**config.mk**
```make
export PLATFORM = sky130hd
export DESIGN_NAME = iq_trunc_pack_flat
export DESIGN_NICKNAME = d
export VERILOG_FILES = /design/src/rtl/iq_trunc_pack_if.sv /design/src/rtl/iq_trunc_pack.sv /design/src/flat_wrapper.sv
export SDC_FILE = /design/constraint.sdc
export NUM_CORES = 1
export LEC_CHECK = 0
export CORE_ASPECT_RATIO = 1.25
export CORE_UTILIZATION = 45
export DETAILED_ROUTE_END_ITERATION = 6
export PLACE_DENSITY = 0.81
export SETUP_SLACK_MARGIN = 0.15
export SYNTH_ARGS = -nofsm -noshare
export SYNTH_HDL_FRONTEND = slang
export SYNTH_SLANG_ARGS = --single-unit
export TNS_END_PERCENT = 50
```
**constraint.sdc**
```tcl
create_clock -name clk -period 2.08 [get_ports clk]
set_clock_uncertainty 0.1 [all_clocks]
set_input_delay 0.416 -clock clk [delete_from_list [all_inputs] [get_ports clk]]
set_output_delay 0.416 -clock clk [all_outputs]
set_load 0.005 [all_outputs]
```
**src/rtl/iq_trunc_pack_if.sv**
```systemverilog
// Valid/ready sample stream carrying one data word plus a packet-end flag.
interface iq_trunc_pack_if #(
  parameter int WIDTH = 32
);
  logic [WIDTH-1:0] tdata;
  logic             tlast;
  logic             tvalid;
  logic             tready;

  modport master (output tdata, tlast, tvalid, input tready);
  modport slave  (input tdata, tlast, tvalid, output tready);
endinterface

```
**src/rtl/iq_trunc_pack.sv**
```systemverilog
// IQ requantiser and packer: reduces each IN_W-bit I/Q component to OUT_W
// bits (truncate or round-half-up with saturation) and packs N samples per
// output word, flushing a partial word on tlast.

// Per-component reduction, purely combinational.
module iq_trunc_pack_lane #(
  parameter int IN_W  = 16,
  parameter int OUT_W = 4
) (
  input  logic             round_en,
  input  logic [IN_W-1:0]  x,
  output logic [OUT_W-1:0] y
);
  localparam int D = IN_W - OUT_W;
  localparam logic [IN_W:0] HALF = {{IN_W{1'b0}}, 1'b1} << (D - 1);

  logic [IN_W:0]  sum;
  logic [OUT_W:0] r;
  logic           unused_frac;

  // One guard bit above the input so +HALF cannot wrap; only the positive
  // side can actually overflow, but the clamp handles either sign.
  assign sum         = {x[IN_W-1], x} + HALF;
  assign r           = sum[IN_W:D];
  assign unused_frac = ^sum[D-1:0];

  // Select truncation or saturated rounding.
  always_comb begin
    y = x[IN_W-1:D];
    if (round_en) begin
      if (r[OUT_W] != r[OUT_W-1])
        y = r[OUT_W] ? {1'b1, {(OUT_W-1){1'b0}}} : {1'b0, {(OUT_W-1){1'b1}}};
      else
        y = r[OUT_W-1:0];
    end
  end
endmodule

module iq_trunc_pack #(
  parameter int WIDTH = 32,
  parameter int IN_W  = 16,
  parameter int OUT_W = 4
) (
  input  logic           clk,
  input  logic           reset,
  input  logic           round_en,
  iq_trunc_pack_if.slave  i,
  iq_trunc_pack_if.master o
);
  localparam int N  = WIDTH / (2 * OUT_W);
  localparam int SW = (N > 1) ? $clog2(N) : 1;

  logic [1:0][OUT_W-1:0]         red;      // [1]=I, [0]=Q
  logic [2*OUT_W-1:0]            smp;
  logic [N-1:0][2*OUT_W-1:0]     acc_q;
  logic [N-1:0][2*OUT_W-1:0]     word_nxt;
  logic [N-1:0][2*OUT_W-1:0]     out_q;
  logic [SW-1:0]                 slot_q;
  logic                          out_vld_q;
  logic                          out_last_q;
  logic                          accept;
  logic                          complete;

  // One reduction lane per component; index 1 is I (upper half of tdata).
  for (genvar c = 0; c < 2; c++) begin : g_lane
    iq_trunc_pack_lane #(.IN_W(IN_W), .OUT_W(OUT_W)) u_lane (
      .round_en (round_en),
      .x        (i.tdata[c*IN_W +: IN_W]),
      .y        (red[c])
    );
  end

  assign smp      = {red[1], red[0]};
  assign i.tready = ~out_vld_q | o.tready;
  assign accept   = i.tvalid & i.tready;
  assign complete = (slot_q == SW'(N - 1)) | i.tlast;

  assign o.tdata  = out_q;
  assign o.tlast  = out_last_q;
  assign o.tvalid = out_vld_q;

  // Accumulator with the incoming sample dropped into the current slot.
  always_comb begin
    word_nxt         = acc_q;
    word_nxt[slot_q] = smp;
  end

  // Slot/accumulator advance and output holding register.
  always_ff @(posedge clk) begin
    if (reset) begin
      acc_q      <= '0;
      slot_q     <= '0;
      out_q      <= '0;
      out_last_q <= 1'b0;
      out_vld_q  <= 1'b0;
    end else begin
      if (out_vld_q & o.tready)
        out_vld_q <= 1'b0;
      if (accept) begin
        if (complete) begin
          // Unfilled slots stay zero because the accumulator was cleared.
          out_q      <= word_nxt;
          out_last_q <= i.tlast;
          out_vld_q  <= 1'b1;
          acc_q      <= '0;
          slot_q     <= '0;
        end else begin
          acc_q  <= word_nxt;
          slot_q <= slot_q + 1'b1;
        end
      end
    end
  end
endmodule

```
**src/flat_wrapper.sv**
```systemverilog
// flat-port wrapper written by rule: the top's interface ports become plain ports
module iq_trunc_pack_flat 
#(
  parameter int WIDTH = 32,
  parameter int IN_W  = 16,
  parameter int OUT_W = 4
)
  (clk, reset, round_en, i_tdata, i_tlast, i_tvalid, i_tready, o_tdata, o_tlast, o_tvalid, o_tready);
  iq_trunc_pack_if #(.WIDTH(WIDTH)) i_i ();
  iq_trunc_pack_if #(.WIDTH(WIDTH)) o_i ();
  input  logic clk;
  input  logic reset;
  input  logic round_en;
  input wire logic [$bits(i_i.tdata)-1:0] i_tdata;
  input wire logic [$bits(i_i.tlast)-1:0] i_tlast;
  input wire logic [$bits(i_i.tvalid)-1:0] i_tvalid;
  output wire logic [$bits(i_i.tready)-1:0] i_tready;
  output wire logic [$bits(o_i.tdata)-1:0] o_tdata;
  output wire logic [$bits(o_i.tlast)-1:0] o_tlast;
  output wire logic [$bits(o_i.tvalid)-1:0] o_tvalid;
  input wire logic [$bits(o_i.tready)-1:0] o_tready;
  assign i_i.tdata = i_tdata;
  assign i_i.tlast = i_tlast;
  assign i_i.tvalid = i_tvalid;
  assign i_tready = i_i.tready;
  assign o_tdata = o_i.tdata;
  assign o_tlast = o_i.tlast;
  assign o_tvalid = o_i.tvalid;
  assign o_i.tready = o_tready;
  iq_trunc_pack #(.WIDTH(WIDTH), .IN_W(IN_W), .OUT_W(OUT_W)) u_core (.clk(clk), .reset(reset), .round_en(round_en), .i(i_i), .o(o_i));
endmodule
```
Word-level counts from Yosys, hierarchy flattened

Index checks and enable logic that the tools add are counted.

Register bits: 68
Bits of input ports: 38
Output and inout bits: 35
Word-level logic and storage cells: 40

Add/subtract/negate cells: 3
Order comparisons: 2
Equality and inequality tests: 3
Muxes and demuxes: 14
Bitwise gates (word level): 5
Reductions and logical operators: 2

Operators with widths:

| operator                 | number |
|---|---|
| $add A16 B13 Y17 const B | 2 |
| $bwmux W32               | 1 |
| $mux W32                 | 1 |
| $mux W4                  | 6 |
| $demux W8 S2             | 1 |
| $mux W8                  | 1 |
| $lt A2 B3 Y1 const B     | 1 |
| $mux W1                  | 3 |
| $add A2 B1 Y2 const B    | 1 |
| $and A1 B1 Y1            | 2 |
| $eq A2 B2 Y1 const B     | 1 |
| $ge A2 B1 Y1 const B     | 1 |
| $mux W2                  | 1 |
| $ne A1 B1 Y1             | 2 |
| $or A1 B1 Y1             | 2 |
| $reduce_and A2 Y1        | 1 |
| $logic_and A1 B1 Y1      | 1 |
| $not A1 Y1               | 1 |

Longest topological paths before layout

Gate-level depths: netlist (run 1).

Word-level depth: 6
Mapped depth: 9
Depth with buffers taken out: 9

Modules after synthesis

Synthesis (run 1) repeated with hierarchy kept, for this count alone.

Cell total of the unflattened synthesis: 380
Area, all modules: 3413.3 µm²

Modules (own cells, without submodules):

| module             | instances | cells each | area each (µm²) | seq. area each (µm²) |
|---|---|---|---|---|
| iq_trunc_pack      | 1         | 340        | 3160.5          | 1361.3 |
| iq_trunc_pack_lane | 2         | 20         | 126.4           | 0.0 |

Worst setup path after synthesis (run 1)

No wires, ideal clock.

Path type: input-to-reg
From: in i_tdata[13]
To: reg u_core.out_q, in the netlist u_core.o.tdata[25]
Library setup time: 0.086 ns
Arrival: 2.028 ns
Required time: 1.894 ns
Path slack: -0.134 ns
Stages: 8
Path buffers: 1
Cell sequence: clkbuf_2 nand4_1 and2_1 ha_1 and4b_1 nor3_4 a31oi_1 a211oi_1

Cells in the longest elaborated chain, start to end: 5
Elaborated cells between the ends (all ways): 6
Classes of those cells: 1 x add/sub; 1 x eq/ne; 4 x mux

RTL lines:

| what                                    | line                                     | source |
|---|---|---|
| from (decl)                             | flat_wrapper.sv:14                       | `input wire logic [$bits(i_i.tdata)-1:0] i_tdata;` |
| $add A16 B13 Y17                        | iq_trunc_pack.sv:23                      | `assign sum = {x[IN_W-1], x} + HALF;` |
| $mux W4 or $ne A1 B1 Y1 (tied branches) | iq_trunc_pack.sv:32, iq_trunc_pack.sv:31 |  |
| $mux W4                                 | iq_trunc_pack.sv:31                      | `if (r[OUT_W] != r[OUT_W-1])` |
| $mux W4 (*)                             | iq_trunc_pack.sv:30                      | `if (round_en) begin` |
| $bwmux W32 (*)                          | iq_trunc_pack.sv:85                      | `word_nxt[slot_q] = smp;` |
| to (signal assigned)                    | iq_trunc_pack.sv:102                     | `out_q <= word_nxt;` |
| to (decl)                               | iq_trunc_pack.sv:57                      | `logic [N-1:0][2*OUT_W-1:0] out_q;` |

Mark *: on every way between the ends. The rest lies on a longest branch, timed or not.
A chain may end at the register's enable or synchronous reset.

Final worst setup path (run 1)

From: in i_tdata[11]
To: reg u_core.out_q, in the netlist u_core.o.tdata[17]

Cells in the longest elaborated chain, start to end: 5
Elaborated cells between the ends (all ways): 6
Classes of those cells: 1 x add/sub; 1 x eq/ne; 4 x mux

RTL lines:

| what                                    | line |
|---|---|
| $add A16 B13 Y17 (*)                    | iq_trunc_pack.sv:23 |
| $mux W4 or $ne A1 B1 Y1 (tied branches) | iq_trunc_pack.sv:32, iq_trunc_pack.sv:31 |
| $mux W4 (*)                             | iq_trunc_pack.sv:31 |
| $mux W4 (*)                             | iq_trunc_pack.sv:30 |
| $bwmux W32 (*)                          | iq_trunc_pack.sv:85 |

Marks and branches as above.

==> results of run 1 <==
==> power groups by stage <==
stage	sequential, W	combinational [W]	clock, W
floorplan	0.00140	0.000258	0
global placement	0.00140	0.000490	0
detailed placement	0.00140	0.000504	0
CTS	0.00137	0.000519	0.000946
global route	0.00138	0.000591	0.00101
finish	0.00137	0.000549	0.000938
==> state kept, by name (all words and copies together) (netlist names) <==
name             count
u_core.acc_q        32
u_core.o.tdata      32
u_core.slot_q        2
u_core.o.tlast       1
u_core.o.tvalid      1
==> metrics by stage <==
step | std cells | hold WS, ps | setup WS (ps) | power [W]
after floorplan | 358 | 321 | 99.5 | 0.00166
after global placement | 521 | 336 | -623 | 0.00189
after detailed placement | 521 | 344 | -738 | 0.00190
after CTS | 540 | 316 | 65.8 | 0.00284
after global routing | 541 | 365 | 105 | 0.00298
final | 541 | 361 | 194 | 0.00286
==> layout by cell type, fill, tap and decap left out, types with 11 or more instances in the layout <==
master / netlist / routed
nand2_1: 12 / 12
mux2i_1: 15 / 15
buf_4: 3 / 54
a211oi_1: 16 / 15
nor2_1: 47 / 47
nand3b_1: 17 / 17
a21oi_1: 15 / 14
o31ai_1: 11 / 11
dfxtp_1: 68 / 68
clkdlybuf4s50_1: 0 / 40
==> worst max-delay path, delay by kind of cell <==
family | cells | cell delay, ps
compound gates | 2 | 320
fa+ha+maj | 2 | 450
buf+inv | 2 | 230
simple gates | 3 | 450
xor+xnor | 1 | 160
==> kinds of logic (layout without fill, tap and decap cells) <==
logic type | count (synthesis) | after routing | synth area share
flops | 68 | 68 | 0.418
xor+xnor | 1 | 1 | 0.00269
fa+ha+maj | 8 | 8 | 0.0307
mux | 15 | 15 | 0.0461
buf+inv | 35 | 128 | 0.0473
simple gates | 140 | 140 | 0.236
compound gates | 91 | 91 | 0.220
==> layer usage <==
metal | routed length (µm) | vias up | part of all wire
met4 | 289 | 0 | 0.032
met2 | 4510 | 120 | 0.50
met3 | 455 | 35 | 0.051
met5 | 0 | - | 0
met1 | 3690 | 1572 | 0.41
li1 | - | 1514 | -
==> path summary, 6_finish.rpt <==
| check | start | end | cells after the start |
|---|---|---|---|
| worst min-delay path | reset | u_core.acc_q[17] | 2 |
| worst min register to register | u_core.acc_q[8] | u_core.acc_q[8] | 2 |
| worst max register to register | u_core.slot_q[0] | u_core.acc_q[0] | 6 |
| worst max-delay path | i_tdata[11] | u_core.o.tdata[17] | 10 |
==> cell type report <==
type | instances | area share
Timing Repair Buffer | 107 | 0.211
Clock inverter | 7 | 0.00976
Tap cell | 90 | 0.0251
Inverter | 5 | 0.00418
Sequential cell | 68 | 0.303
Multi-Input combinational cell | 255 | 0.419
Clock buffer | 9 | 0.0276
==> timing repair <==
item                                    CTS  global route
endpoints found under the setup margin   34            34
pin swaps                                 9            11
resized for setup                        27            19
buffers inserted                          3             1
endpoints found under the hold margin     0             0
==> flow_summary_export.csv, run 1 <==
group,metric,value,unit
drt,drtPass1Iterations,5,
timing,worst_pin_slew,527,ps
drt,ant_nets,0,
synth,synth_area_per_cell,9.10,µm²
finish,drive_gt1_frac,0.231,
worst_setup_path,cp-end-kind,"flip-flop",
global_routing,gr-usage-met2,0.401,
drt,vias,3241,
synth,synthCells,358,
die,core_area,6980,µm²
drt,drc,0,
place,place_congestion,0.825,
clock_tree,cts.sinks,68,
synth,synth_ff_type,"dfxtp_1",
global_routing,antenna_found_initial,0,
timing,fmax,530,MHz
die,fp-row-count,34,
synth,syn_area,3260,µm²
place,hpwl,5960,µm
finish,fill_cells,558,
drt,wl,8950,µm
global_routing,grt_pass1_wl,14200,µm
drt,routedWlPerCell,16.5,µm
clock_tree,cts_buffer_depth,2,
timing,setup_viol,0,
finish,antenna_cells,0,
global_routing,overflow,0,
clock_tree,numCtsBuffers,9,
pwr,p_leak,1.69,nW
timing,slew_viol_final,0,
worst_setup_path,crit_required,2230,ps
finish,final-seq-area,1360,µm²
timing,rsz0062_at_grt,"yes",
clock_tree,h-tree-depth,3,
flow_run,drv_cap,0,
die,die_y,97.1,µm
global_routing,grt_busiest_layer,"met2",
synth,async_flop_share,0,
pwr,pwr-share-comb,0.192,
synth,synth_common_cells,"dfxtp_1, nor2_1, clkbuf_1, nand3b_1, a211oi_1",
global_routing,grtUsageMet1,0.287,
timing,finalCritPeriodShare,0.907,
synth,synth_seq_cells,68,
timing,finalCriticalPeriod,1890,ps
drt,viasPerCell,5.99,
pwr,intPower,0.00204,W
finish,final_area,4490,µm²
pwr,swShare,0.286,
die,ios,73,
synth,synth_area_leaders,"dfxtp_1, nor2_1, mux2i_1",
global_routing,grt_max_degree,31,
worst_setup_path,startpoint_type,"primary input",
clock_tree,cts_tree,"done",
synth,synth_top_cell_by_area,"dfxtp_1",
finish,syn2layout_area_growth,37.8,%
worst_setup_path,crit_chain,"buf_8, ha_4, nand3_4, xnor2_4, ha_4, and4b_1, nor3_4, buf_6, a31oi_1, a211oi_1",
global_routing,use_met3,0.0498,
pwr,switchingPower,0.000818,W
synth,synth-edff-count,0,
clock_tree,cts_root_buf,"clkbuf_8",
global_routing,grt_pass1_vias,3026,
place,placed_cell_area,4180,µm²
clock_tree,insertion_delay,340,ps
die,die_x,78.1,µm
finish,nNetsFinal,492,
worst_hold_path,hold_path_class,"in -> reg",
pwr,clockPowerShare,0.328,
synth,yosysWarnings,0,
synth,synth_cell_types,47,
synth,yosysMostFrequentCell,"dfxtp_1",
clock_tree,cts.clk_slew.worst_paths,70,ps
timing,final.setup.tns,0,ps
die,die_area,7580,µm²
synth,synthDominantCellAreaShare,0.418,
pwr,seq_power_share,0.480,
worst_setup_path,arrival,2040,ps
synth,mappedNetlistNets,404,
timing,max_slew_margin,0.648,
pwr,irDropWorstVdd,370,µV
finish,postLayoutCoreUtil,0.643,
worst_setup_path,critical_path.max_fanout,7,
die,start_util,0.467,
worst_setup_path,cp_slowest_cell,"ha_4",
finish,multi_input_area,1880,µm²
worst_setup_path,critical_path_class,"in -> reg",
drt,drtIter0Drc,241,
timing,hold_viol,0,
worst_setup_path,crit_top_cell,"ha_4",
worst_setup_path,cpPeakStageDelay,310,ps
pwr,power.density,637,nW/µm²
run_status,outcome,"completed",
worst_setup_path,r2r_slack,230,ps
place,port-buffer-count,50,
clock_tree,hold_buffers,0,
synth,synth_seq_area_share,0.418,
global_routing,gr-usage-all-layers,0.236,
(Power assumes the default switching activity.)
==> run 2, diff against run 1 <==
MAX_ROUTING_LAYER = met4   (was unset)
==> run 2 against run 1 <==
Effect of this change: clock power barely moved; first-iteration DRC count fell by 22%; register-to-register slack barely moved; power barely moved; count of clock-buffer cells in the layout did not move; utilization fell by 0.072 points; flip-flop and latch count did not move; routed wire length fell by 0.32%; combinational power barely moved; critical path depth did not move; critical endpoint unchanged; largest cell class unchanged.
==> flow_summary_export.csv, run 2 (synthesized netlist as in run 1, its figures left out) <==
group,metric,value,unit
die,ios,73,
place,dp_cells,521,
drt,drc,0,
drt,routedWlPerCell,16.5,µm
finish,stdcell_count,541,
die,fp-row-count,34,
place,place_congestion,0.837,
timing,finalCriticalPeriod,1880,ps
die,die_y,97.1,µm
clock_tree,cts_root_buf,"clkbuf_8",
drt,drtPass1Iterations,6,
worst_setup_path,critical_path.max_fanout,7,
place,hpwl,5960,µm
timing,finalCritPeriodShare,0.903,
finish,postLayoutCoreUtil,0.642,
finish,antenna_cells,0,
run_status,outcome,"completed",
clock_tree,cts_buffer_depth,2,
die,core_area,6980,µm²
timing,slew_viol_final,0,
finish,fill_cells,559,
finish,final_cell_mix,"dfxtp_1, buf_4, nor2_1, clkdlybuf4s50_1, nand3b_1",
clock_tree,hold_buffers,0,
worst_hold_path,hp-start,"reset",
worst_setup_path,startpoint_type,"primary input",
pwr,irDropWorstVdd,373,µV
pwr,power.density,638,nW/µm²
die,start_util,0.467,
drt,vias,3234,
pwr,power.total,0.00286,W
finish,syn2layout_area_growth,37.6,%
worst_setup_path,arrival,2030,ps
global_routing,gr-usage-all-layers,0.243,
worst_setup_path,r2r-start,"u_core.slot_q[0]",
worst_setup_path,cpPeakStageDelay,310,ps
die,die_area,7580,µm²
drt,ant_nets,0,
global_routing,grt_pass1_vias,3024,
drt,wl,8920,µm
worst_setup_path,startpoint,"i_tdata[11]",
place,port-buffer-count,50,
global_routing,antenna_found_initial,0,
clock_tree,h-tree-depth,3,
global_routing,overflow,0,
worst_hold_path,hold_path_class,"in -> reg",
worst_setup_path,crit_required,2240,ps
timing,worst_pin_slew,524,ps
die,die_x,78.1,µm
timing,fmax,533,MHz
drt,viasPerCell,5.98,
timing,hold_viol,0,
timing,max_slew_margin,0.651,
worst_setup_path,crit_top_cell,"ha_4",
finish,final_common_cell,"dfxtp_1",
timing,rsz0062_at_grt,"yes",
worst_setup_path,cp-end-kind,"flip-flop",
clock_tree,cts.sinks,68,
global_routing,grt_pass1_wl,14200,µm
drt,drtIter0Drc,189,
flow_run,drv_cap,0,
global_routing,grt_max_degree,31,
clock_tree,cts.clk_slew.worst_paths,70,ps
finish,drive_gt1_frac,0.228,
clock_tree,cts_tree,"done",
pwr,p_leak,1.69,nW
worst_setup_path,cp_slowest_cell,"ha_4",
finish,nNetsFinal,492,
worst_setup_path,critical_path_class,"in -> reg",
worst_setup_path,crit_chain,"buf_8, ha_4, nand3_4, xnor2_4, ha_4, and4b_1, nor3_4, buf_6, a31oi_1, a211oi_1",
clock_tree,insertion_delay,350,ps
clock_tree,numCtsBuffers,9,
timing,setup_viol,0,
## run 2: cell counts in the layout (fill, tap and decap cells not counted)
Identical to the previous run, type by type.
## run 2: path summary, 6_finish.rpt
kind / to / slack (ps) / depth (start not counted)
setup reg to reg: u_core.acc_q[0] / 230 / 6
hold / removal: u_core.acc_q[17] / 360 / 2
hold reg to reg: u_core.acc_q[26] / 360 / 1
setup / recovery: u_core.o.tdata[17] / 200 / 10
## run 2: report_power, final
part / internal (W) / total, W / switching, W
clock network: 0.000425 / 0.000940 / 0.000515
logic: 0.000269 / 0.000547 / 0.000278
registers: 0.00135 / 0.00137 / 0.0000256
total: 0.00204 / 0.00286 / 0.000818
## run 2: layout make-up
type	count	area, µm²	share of cell area
clock buffer	9	124	0.0276
clock inverter	7	43.8	0.00977
inverter	5	18.8	0.00419
multi-input combinational	255	1870	0.418
sequential	68	1360	0.304
tap	90	113	0.0251
timing repair buffer	107	947	0.211
## run 2: stage by stage
step	setup TNS, ps	worst slack, ps	cell area [µm²]	hold slack (ps)
after CTS	0	65.8	4390	316
after detailed placement	-21640	-738	4180	344
after global placement	-18030	-623	4180	336
after global routing	0	105	4480	365
after floorplan	0	99.5	3310	321
final	0	203	4480	356
## run 2: metal layers
layer | vias up | global-route usage | wire [µm]
li1 | 1510 | - | -
met1 | 1584 | 0.289 | 3730
met2 | 107 | 0.401 | 4520
met3 | 33 | 0.0488 | 401
met4 | 0 | 0.0926 | 263
met5 | - | - | 0
## run 2: timing repair
action / CTS / global route
cloned: 0 / 0
setup buffers: 3 / 1
resized for setup: 27 / 18
pin swaps: 9 / 11
endpoints found under the setup margin: 34 / 34
## run 2: worst max-delay path: cells and delay by family
family	cells	cell delay (ps)
buffers and inverters	2	230
AND/OR/NAND/NOR	3	450
XOR/XNOR	1	160
AO/OA/AOI/OAI	2	320
adder cells (fa/ha/maj)	2	450
